## config.mk

```make
export PLATFORM = sky130hd
export DESIGN_NAME = nano_cpu
export DESIGN_NICKNAME = d
export VERILOG_FILES = /design/src/rtl/nano_cpu.sv
export SDC_FILE = /design/constraint.sdc
export NUM_CORES = 1
export LEC_CHECK = 0
export CELL_PAD_IN_SITES_DETAIL_PLACEMENT = 1
export CELL_PAD_IN_SITES_GLOBAL_PLACEMENT = 1
export CORE_MARGIN = 5
export CORE_UTILIZATION = 50
export DETAILED_ROUTE_END_ITERATION = 8
export HOLD_SLACK_MARGIN = 0.05
export PLACE_DENSITY_LB_ADDON = 0.1
export SYNTH_ARGS = -nofsm -noshare
export SYNTH_HDL_FRONTEND = slang
export SYNTH_SLANG_ARGS = --single-unit
```

## constraint.sdc

```tcl
create_clock -name ck -period 7.6 [get_ports ck]
set_input_delay 1.14 -clock ck [delete_from_list [all_inputs] [get_ports ck]]
set_output_delay 1.14 -clock ck [all_outputs]
set_load 0.01 [all_outputs]
```

## src/rtl/nano_cpu.sv

```systemverilog
// nano_cpu: 16-bit multi-cycle CPU, 16x16 register file, 8-bit PC, shared 256x16 memory bus.
// Define NANO_BRANCH_EN to make opcode 3 a BRZ; otherwise opcode 3 behaves as a NOP.
module nano_cpu #(
  parameter logic [7:0] PC_RESET = 8'h00
) (
  input  logic        ck,
  input  logic        rst,
  output logic [7:0]  address,
  input  logic [15:0] dataR,
  output logic [15:0] dataW,
  output logic        ce,
  output logic        we
);

  typedef enum logic [1:0] {
    FETCH = 2'd0,
    EXEC  = 2'd1,
    MEM   = 2'd2,
    HALT  = 2'd3
  } state_t;

  localparam logic [3:0] OP_READ  = 4'h0;
  localparam logic [3:0] OP_WRITE = 4'h1;
  localparam logic [3:0] OP_JMP   = 4'h2;
  localparam logic [3:0] OP_BRZ   = 4'h3;
  localparam logic [3:0] OP_ADD   = 4'h4;
  localparam logic [3:0] OP_SUB   = 4'h5;
  localparam logic [3:0] OP_AND   = 4'h6;
  localparam logic [3:0] OP_OR    = 4'h7;
  localparam logic [3:0] OP_INC   = 4'h8;
  localparam logic [3:0] OP_DEC   = 4'h9;
  localparam logic [3:0] OP_XOR   = 4'hA;
  localparam logic [3:0] OP_NOT   = 4'hB;
  localparam logic [3:0] OP_SHL   = 4'hC;
  localparam logic [3:0] OP_SHR   = 4'hD;
  localparam logic [3:0] OP_NOP   = 4'hE;
  localparam logic [3:0] OP_HALT  = 4'hF;

  state_t      state;
  state_t      state_next;
  logic [7:0]  pc;
  logic [7:0]  pc_next;
  logic [15:0] ir;
  logic [15:0] ir_next;
  logic [15:0] regs [16];

  logic [3:0]  op;
  logic [3:0]  ra;
  logic [3:0]  rb;
  logic [3:0]  rc;
  logic [7:0]  addr;
  logic [15:0] rb_val;
  logic [15:0] rc_val;
  logic [15:0] alu;

  logic        rf_we;
  logic [3:0]  rf_idx;
  logic [15:0] rf_data;

  assign op     = ir[15:12];
  assign ra     = ir[11:8];
  assign rb     = ir[7:4];
  assign rc     = ir[3:0];
  assign addr   = ir[11:4];
  assign rb_val = regs[rb];
  assign rc_val = regs[rc];

  // Operands come from the old register values, so ra may equal rb or rc.
  always_comb begin
    alu = '0;
    case (op)
      OP_ADD:  alu = rb_val + rc_val;
      OP_SUB:  alu = rb_val - rc_val;
      OP_AND:  alu = rb_val & rc_val;
      OP_OR:   alu = rb_val | rc_val;
      OP_INC:  alu = rb_val + 16'd1;
      OP_DEC:  alu = rb_val - 16'd1;
      OP_XOR:  alu = rb_val ^ rc_val;
      OP_NOT:  alu = ~rb_val;
      OP_SHL:  alu = {rb_val[14:0], 1'b0};
      OP_SHR:  alu = {1'b0, rb_val[15:1]};
      default: alu = '0;
    endcase
  end

  always_comb begin
    state_next = state;
    pc_next    = pc;
    ir_next    = ir;
    rf_we      = 1'b0;
    rf_idx     = ra;
    rf_data    = alu;
    unique case (state)
      FETCH: begin
        ir_next    = dataR;
        pc_next    = pc + 8'd1;
        state_next = EXEC;
      end
      EXEC: begin
        state_next = FETCH;
        case (op)
          OP_READ,
          OP_WRITE: state_next = MEM;
          OP_JMP:   pc_next = addr;
          OP_BRZ: begin
`ifdef NANO_BRANCH_EN
            if (rc_val == 16'd0) pc_next = addr;
`else
            pc_next = pc;
`endif
          end
          OP_NOP:   pc_next = pc;
          OP_HALT:  state_next = HALT;
          default:  rf_we = 1'b1;
        endcase
      end
      MEM: begin
        state_next = FETCH;
        if (op == OP_READ) begin
          rf_we   = 1'b1;
          rf_idx  = rc;
          rf_data = dataR;
        end
      end
      HALT: state_next = HALT;
    endcase
  end

  always_ff @(posedge ck) begin
    if (rst) begin
      state <= FETCH;
      pc    <= PC_RESET;
      ir    <= '0;
      for (int i = 0; i < 16; i++) regs[i] <= '0;
    end else begin
      state <= state_next;
      pc    <= pc_next;
      ir    <= ir_next;
      if (rf_we) regs[rf_idx] <= rf_data;
    end
  end

  // Reset gates the bus combinationally so an aborted WRITE never shows we=1.
  always_comb begin
    address = pc;
    ce      = 1'b0;
    we      = 1'b0;
    dataW   = rc_val;
    if (rst) begin
      address = PC_RESET;
      dataW   = '0;
    end else begin
      unique case (state)
        FETCH: ce = 1'b1;
        EXEC:  ce = 1'b0;
        MEM: begin
          address = addr;
          ce      = 1'b1;
          we      = (op == OP_WRITE);
        end
        HALT:  ce = 1'b0;
      endcase
    end
  end

endmodule

```

==> insert_results.sql, run 1 <==
INSERT INTO impl_metrics (metric_group, metric, value, unit) VALUES
('floorplan', 'rows', '67', ''),
('clock_network', 'cts_resized', '0', ''),
('floorplan', 'top_level_ports', '44', ''),
('status', 'run_status', 'complete, no violations', ''),
('global_routing', 'grt_antenna_before_repair', '1', ''),
('logic_synthesis', 'ys_seq_elements', '290', ''),
('critical_path', 'critical_path_start_end_classification', 'register to register', ''),
('logic_synthesis', 'mean_syn_cell_area', '12.3', 'um2'),
('critical_path', 'crit_chain', 'buf_4 > mux4_2 > a22o_1 > a221oi_2 > inv_1 > nor4_1 > xnor2_1 > o21ai_1 > ha_1 > nor4_1 > a211oi_1 > o41ai_1 > o21ai_1 > o41ai_1 > xnor2_2 > mux2i_2 > buf_4 > a21oi_1', ''),
('placement', 'detailed_place_hpwl', '39400', 'um'),
('clock_network', 'holdBufCountCts', '0', ''),
('logic_synthesis', 'postSynthCellCount', '1394', ''),
('logic_synthesis', 'synth_top_cell_by_area', 'edfxtp_1', ''),
('layout', 'area_growth', '11.9', '%'),
('routing', 'dr_total_vias', '12780', ''),
('sta', 'achievable-frequency', '157', 'MHz'),
('clock_network', 'clkLatencyLatePin', '0.53', 'ns'),
('placement', 'final_weighted_congestion_in_routability_driven_placement', '0.848', ''),
('critical_path', 'worstReg2RegEnd', 'regs[4][15]', ''),
('critical_path', 'reg2regPathDepth', '18', ''),
('sta', 'finalHoldViolations', '0', ''),
('floorplan', 'start_util', '51.0', '%'),
('routing', 'detailedRoute.firstPassIterationCount', '5', ''),
('clock_network', 'cts_tree', 'built', ''),
('logic_synthesis', 'syn-cell-area', '17200', 'um2'),
('logic_synthesis', 'synth_top_cell_area_share', '44.8', '%'),
('routing', 'remaining_drc_errors', '0', ''),
('floorplan', 'fp.dieW', '195', 'um'),
('floorplan', 'die_area', '38200', 'um2'),
('power', 'ir_drop', '0.164', 'mV'),
('logic_synthesis', 'synth_ff_type', 'edfxtp_1', ''),
('global_routing', 'grt-ovfl-total', '0', ''),
('routing', 'wirelength_met1', '23400', 'um'),
('routing', 'viasPerCell', '6.75', ''),
('critical_path', 'critical_path.max_fanout', '28', ''),
('global_routing', 'grt_pass1_vias', '13415', ''),
('routing', 'top_layer_used', 'met5', ''),
('logic_synthesis', 'synthMostInstantiatedCell', 'nor2_1', ''),
('clock_network', 'clk_path_buf_depth', '3', ''),
('layout', 'final_layout_size_suffix_gt1_share', '20.2', '%'),
('logic_synthesis', 'yosys_warnings', '0', ''),
('sta', 'timing.max_slew.rel_slack', '15.4', '%'),
('critical_path', 'timing.critical_path.slowest_cell_delay', '0.71', 'ns'),
('sta', 'rsz0062_at_grt', 'false', ''),
('critical_path', 'crit_slowest_cell', 'dfxtp_4', ''),
('floorplan', 'die_y', '195', 'um'),
('sta', 'setup_tns', '0', 'ns'),
('routing', 'drt_wl_total', '59900', 'um'),
('sta', 'final_period_minus_worst_setup_slack', '6.38', 'ns'),
('logic_synthesis', 'netlist_top_cells_count', '321 x nor2_1, 256 x edfxtp_1, 141 x mux4_2', ''),
('critical_path', 'critPathCapture', 'regs[4][15]', ''),
('layout', 'num-nets-final', '1493', ''),
('layout', 'insertedDiodeCount', '0', ''),
('logic_synthesis', 'synth_enable_flop_cells', '256', ''),
('sta', 'maxSlewViolCount', '0', ''),
('power', 'total_power', '4.64', 'mW'),
('logic_synthesis', 'synth.lib_cells_used.distinct', '71', ''),
('critical_path', 'cp-start-kind', 'register', ''),
('global_routing', 'first_pass_grt_wire_length', '88500', 'um'),
('clock_network', 'post_cts_buffers', '0', ''),
('clock_network', 'clk_transition_reported_paths', '0.07', 'ns'),
('sta', 'setup_viol', '0', ''),
('critical_path', 'ff2ff_setup_slack', '1.22', 'ns'),
('logic_synthesis', 'syn-num-nets', '1466', ''),
('global_routing', 'global_route_usage_over_all_layers', '31.3', '%'),
('critical_path', 'timing.critical_path.to_type', 'register', ''),
('sta', 'finalClockSkew', '0.0194', 'ns'),
('sta', 'min_period_over_period', '83.9', '%'),
('logic_synthesis', 'synth-seq-area-share', '48.7', '%'),
('job', 'maxCapViolations', '0', ''),
('routing', 'detail_route.wl_per_cell', '31.7', 'um');
[cell type report]
type                            instances  area [um2]
Fill cell                            3407       14500
Sequential cell                       290        8380
Multi-Input combinational cell        947        8130
Clock buffer                           45         913
Timing Repair Buffer                  100         853
Tap cell                              448         561
Clock inverter                         15         204
Inverter                               47         176
[logic make-up (layout without fill, tap and decap cells)]
family | after synthesis | count (layout) | synth area share [%]
AND/OR/NAND/NOR | 471 | 471 | 11.7
buffers and inverters | 157 | 207 | 4.26
AO/OA/AOI/OAI | 222 | 222 | 9.24
adder cells (fa/ha/maj) | 54 | 54 | 3.98
flip-flops | 290 | 290 | 48.7
multiplexers | 180 | 180 | 21.1
XOR/XNOR | 20 | 20 | 1.06
[state kept, by name, summed over array words and instances, names as in the netlist, named ones only]
| name | count |
|---|---|
| regs | 256 |
| ir | 16 |
| pc | 8 |
| state | 2 |
[placed cells by master, fill, tap and decap left out, types with 8 or more instances in the layout]
cell type,synthesis,layout
a21oi_2,10,12
a22o_1,9,9
a221oi_1,14,14
dfxtp_1,34,30
mux4_2,141,141
clkbuf_16,0,35
ha_1,53,53
nor2b_1,9,9
edfxtp_1,256,256
clkdlybuf4s50_1,0,42
a21oi_1,39,37
clkbuf_1,82,10
buf_4,5,57
nand3_1,12,12
and3_1,8,8
o21ai_1,23,23
o21ai_0,40,40
nand2b_1,26,25
nor3_1,13,11
nor2_1,321,321
inv_1,42,42
a22oi_1,22,22
nand2_1,55,55
mux2i_1,35,35
o211ai_1,10,10
xnor2_1,17,17
[routing by layer]
metal	GRT usage, %	up-vias
met1	41.8	6594
li1	-	5315
met2	47.9	691
met3	7.86	178
met5	0	-
met4	16.1	2
[worst min-delay path by stage]
stage          endpoint  start  depth (start not counted)  slack [ns]
3_5_place_dp      pc[7]  pc[7]                          2        0.49
5_1_grt           pc[7]  pc[7]                          2        0.54
2_1_floorplan     pc[0]  ir[4]                          2        0.46
3_3_place_gp      pc[7]  pc[7]                          2        0.49
4_1_cts           pc[7]  pc[7]                          2        0.50
6_report          pc[7]  pc[7]                          2        0.51
[per-stage QoR]
step | utilization, % | instances | setup slack [ns] | instance area (um2)
final | 57.0 | 1892 | 1.22 | 19200
after detailed placement | 53.7 | 1832 | 1.29 | 18100
after global routing | 57.0 | 1892 | 0.734 | 19200
after global placement | 53.7 | 1832 | 1.51 | 18100
after floorplan | - | 1394 | 2.48 | 17200
after CTS | 57.0 | 1892 | 1.26 | 19200
[critical path: cells and delay by family, from the launching register on]
kind            cells  cell delay [ns]
compound gates      8             2.41
xor+xnor            2             0.37
fa+ha+maj           1             0.24
buf+inv             3             0.88
flops               1             0.71
mux                 2             0.78
simple gates        2             0.67
[where the power goes]
part	total (mW)	internal, mW	switching (mW)
logic	1.08	0.421	0.661
clock network	1.69	0.990	0.698
registers	1.87	1.79	0.0824
total	4.64	3.20	1.44
No activity file was read; power rests on OpenSTA's default activity.
==> run 2, diff against run 1 <==
==> constraint.sdc (replaced) <==
create_clock -name ck -period 6.19 [get_ports ck]
set_input_delay 0.9285 -clock ck [delete_from_list [all_inputs] [get_ports ck]]
set_output_delay 0.9285 -clock ck [all_outputs]
set_load 0.01 [all_outputs]
==> insert_results.sql, run 2 (synthesis gave the netlist of run 1 again) <==
INSERT INTO impl_metrics (metric_group, metric, value, unit) VALUES
('critical_path', 'worst_path_dominant_cell_family', 'compound AO/OA/AOI/OAI gates', ''),
('sta', 'finalHoldViolations', '0', ''),
('status', 'run_status', 'complete, no violations', ''),
('min_path', 'holdCritPathClass', 'register to register', ''),
('sta', 'final_period_minus_worst_setup_slack', '5.77', 'ns'),
('floorplan', 'start_util', '51.0', '%'),
('clock_network', 'clk_path_buf_depth', '3', ''),
('sta', 'min_period_over_period', '93.3', '%'),
('power', 'power.density', '298', 'nW/um2'),
('placement', 'final_weighted_congestion_in_routability_driven_placement', '0.944', ''),
('power', 'internal_power', '4.00', 'mW'),
('routing', 'viasPerCell', '6.75', ''),
('floorplan', 'rows', '67', ''),
('sta', 'maxSlewViolCount', '0', ''),
('placement', 'placedInstanceArea', '18200', 'um2'),
('power', 'switching_power', '1.79', 'mW'),
('min_path', 'min_path_cells', '2', ''),
('layout', 'top_regs', 'regs: 256 flops, ir: 16 flops, pc: 8 flops', ''),
('placement', 'io_buffers', '43', ''),
('routing', 'remaining_drc_errors', '0', ''),
('clock_network', 'post_cts_buffers', '0', ''),
('critical_path', 'cp-start-kind', 'register', ''),
('global_routing', 'grt-ovfl-total', '0', ''),
('global_routing', 'grt_pass1_vias', '13071', ''),
('layout', 'mostFrequentLayoutCell', 'nor2_1', ''),
('global_routing', 'first_pass_grt_wire_length', '86900', 'um'),
('routing', 'detail_route.wl_per_cell', '31.3', 'um'),
('power', 'ir_drop', '0.228', 'mV'),
('job', 'maxCapViolations', '0', ''),
('clock_network', 'clkLatencyLatePin', '0.54', 'ns'),
('power', 'proportion_of_power_drawn_by_the_clock_network', '36.7', '%'),
('clock_network', 'root_buffer', 'clkbuf_16', ''),
('floorplan', 'die_y', '195', 'um'),
('critical_path', 'crit_chain', 'buf_12 > mux4_2 > a22oi_1 > nand2b_1 > inv_1 > ha_1 > nand2_1 > nor2_1 > xnor2_1 > o21ai_1 > ha_1 > o21ai_1 > nand2_1 > a21oi_1 > a211oi_1 > o41ai_1 > o21ai_1 > o41ai_2 > xnor2_2 > mux2i_2 > buf_4 > a21oi_1', ''),
('clock_network', 'holdBufCountCts', '0', ''),
('layout', 'biggest_register', 'regs', ''),
('critical_path', 'ff2ff_setup_slack', '0.42', 'ns'),
('layout', 'num-nets-final', '1506', ''),
('routing', 'dr_total_vias', '12885', ''),
('clock_network', 'clock_sink_count', '290', ''),
('sta', 'achievable-frequency', '173', 'MHz'),
('critical_path', 'worst-endpoint-required', '6.40', 'ns'),
('routing', 'ant_nets', '0', ''),
('critical_path', 'worstReg2RegEnd', 'regs[4][15]', ''),
('critical_path', 'cp_common_cell', 'o21ai_1', ''),
('layout', 'max_ffs_per_register', '256', ''),
('critical_path', 'critical_path_start_end_classification', 'register to register', ''),
('floorplan', 'die_area', '38200', 'um2'),
('clock_network', 'clk_transition_reported_paths', '0.06', 'ns'),
('clock_network', 'cts_buffers', '35', ''),
('routing', 'first_iter_violations', '1552', ''),
('critical_path', 'timing.critical_path.slowest_cell_delay', '0.53', 'ns'),
('global_routing', 'global_route_usage_over_all_layers', '30.6', '%'),
('critical_path', 'crit_slowest_cell', 'dfxtp_4', ''),
('min_path', 'worstHoldStart', 'ir[4]', ''),
('floorplan', 'fp.dieW', '195', 'um'),
('sta', 'timing.max_slew.rel_slack', '10.4', '%'),
('sta', 'hold-worst-slack', '0.532', 'ns'),
('clock_network', 'cts_resized', '0', ''),
('critical_path', 'crit_path_buffers_inverters', '3', ''),
('sta', 'finalClockSkew', '0.0257', 'ns'),
('layout', 'finalInstanceArea', '19400', 'um2'),
('layout', 'final_layout_size_suffix_gt1_share', '21.1', '%'),
('layout', 'area_growth', '13.1', '%'),
('routing', 'drt_wl_total', '59700', 'um'),
('critical_path', 'critical_path.max_fanout', '18', ''),
('power', 'cellLeakagePower', '6.73', 'nW'),
('sta', 'setup_tns', '0', 'ns'),
('critical_path', 'timing.critical_path.to_type', 'register', ''),
('layout', 'layout_common_cells', '321 x nor2_1, 256 x edfxtp_1, 141 x mux4_2', ''),
('power', 'comb_power_share', '23.9', '%'),
('floorplan', 'fp.coreArea', '33700', 'um2'),
('clock_network', 'h-tree-depth', '2', ''),
('sta', 'setup_viol', '0', ''),
('power', 'switching_share', '30.9', '%'),
('global_routing', 'grt_max_degree', '69', ''),
('clock_network', 'cts_tree', 'built', ''),
('sta', 'rsz0062_at_grt', 'false', ''),
('layout', 'insertedDiodeCount', '0', ''),
('min_path', 'hold-path-endpoint', 'pc[0]', ''),
('sta', 'worst_pin_slew', '1.34', 'ns'),
('routing', 'detailedRoute.firstPassIterationCount', '5', ''),
('placement', 'detailed_place_hpwl', '39400', 'um'),
('power', 'total_power', '5.79', 'mW'),
('power', 'pwr-share-seq', '39.4', '%'),
('global_routing', 'grt_antenna_before_repair', '2', ''),
('floorplan', 'top_level_ports', '44', ''),
('critical_path', 'crit_path_arrival_time', '5.98', 'ns'),
('critical_path', 'reg2regPathDepth', '22', '');
[run 2: cell types whose count changed in the layout (fill, tap and decap cells not counted), moves of 2 or more]
cell        delta
clkbuf_1       -2
buf_4          +9
clkinvlp_4     -3
clkinv_1       +2
clkinv_8       -2
buf_12         +4
clkinv_2       +4
[run 2: metal layers]
layer / global-route usage [%] / share of wire (%) / up-vias
met3: 4.96 / 9.6 / 138
met2: 49.0 / 47 / 733
met1: 43.0 / 40 / 6677
met4: 10.4 / 3.8 / 0
li1: - / - / 5337
met5: 0 / 0 / -
[run 2: worst max path at each step]
stage	start	to	slack, ns	depth (start not counted)
floorplan	register	regs[10][15]	1.07	23
global placement	register	regs[4][15]	0.53	20
detailed placement	register	regs[4][15]	0.37	22
CTS	register	regs[4][15]	0.32	22
global route	register	regs[4][15]	0.14	18
finish	register	regs[4][15]	0.42	22
[run 2: area by class of cell]
cell class	count	area (um2)
well taps	448	561
inverters	47	176
clock buffers	45	945
fillers	3409	14300
multi-input cells	947	8130
flip-flops and latches	290	8380
repair buffers	113	1000
clock inverters	19	235
[run 2: power groups by stage]
| stage | Sequential (mW) | Clock [mW] | Combinational [mW] |
|---|---|---|---|
| floorplan | 2.26 | 0 | 0.938 |
| global placement | 2.31 | 0 | 1.32 |
| detailed placement | 2.32 | 0 | 1.35 |
| CTS | 2.28 | 2.14 | 1.36 |
| global route | 2.29 | 2.22 | 1.47 |
| finish | 2.28 | 2.13 | 1.38 |
[run 2: stage by stage]
step / std cells / util [%] / setup slack (ns)
3_5_place_dp: 1845 / 54.1 / 0.371
2_1_floorplan: 1394 / - / 1.07
6_report: 1909 / 57.7 / 0.417
3_3_place_gp: 1845 / 54.1 / 0.532
4_1_cts: 1909 / 57.6 / 0.323
5_1_grt: 1909 / 57.7 / 0.141
[run 2: worst register-to-register path: cells and delay by family, from the launching register on]
kind                     cells  cell delay (ns)
AO/OA/AOI/OAI                9             1.91
XOR/XNOR                     2             0.33
adder cells (fa/ha/maj)      2             0.64
buffers and inverters        3             0.75
flip-flops                   1             0.53
multiplexers                 2             0.77
AND/OR/NAND/NOR              4             0.54
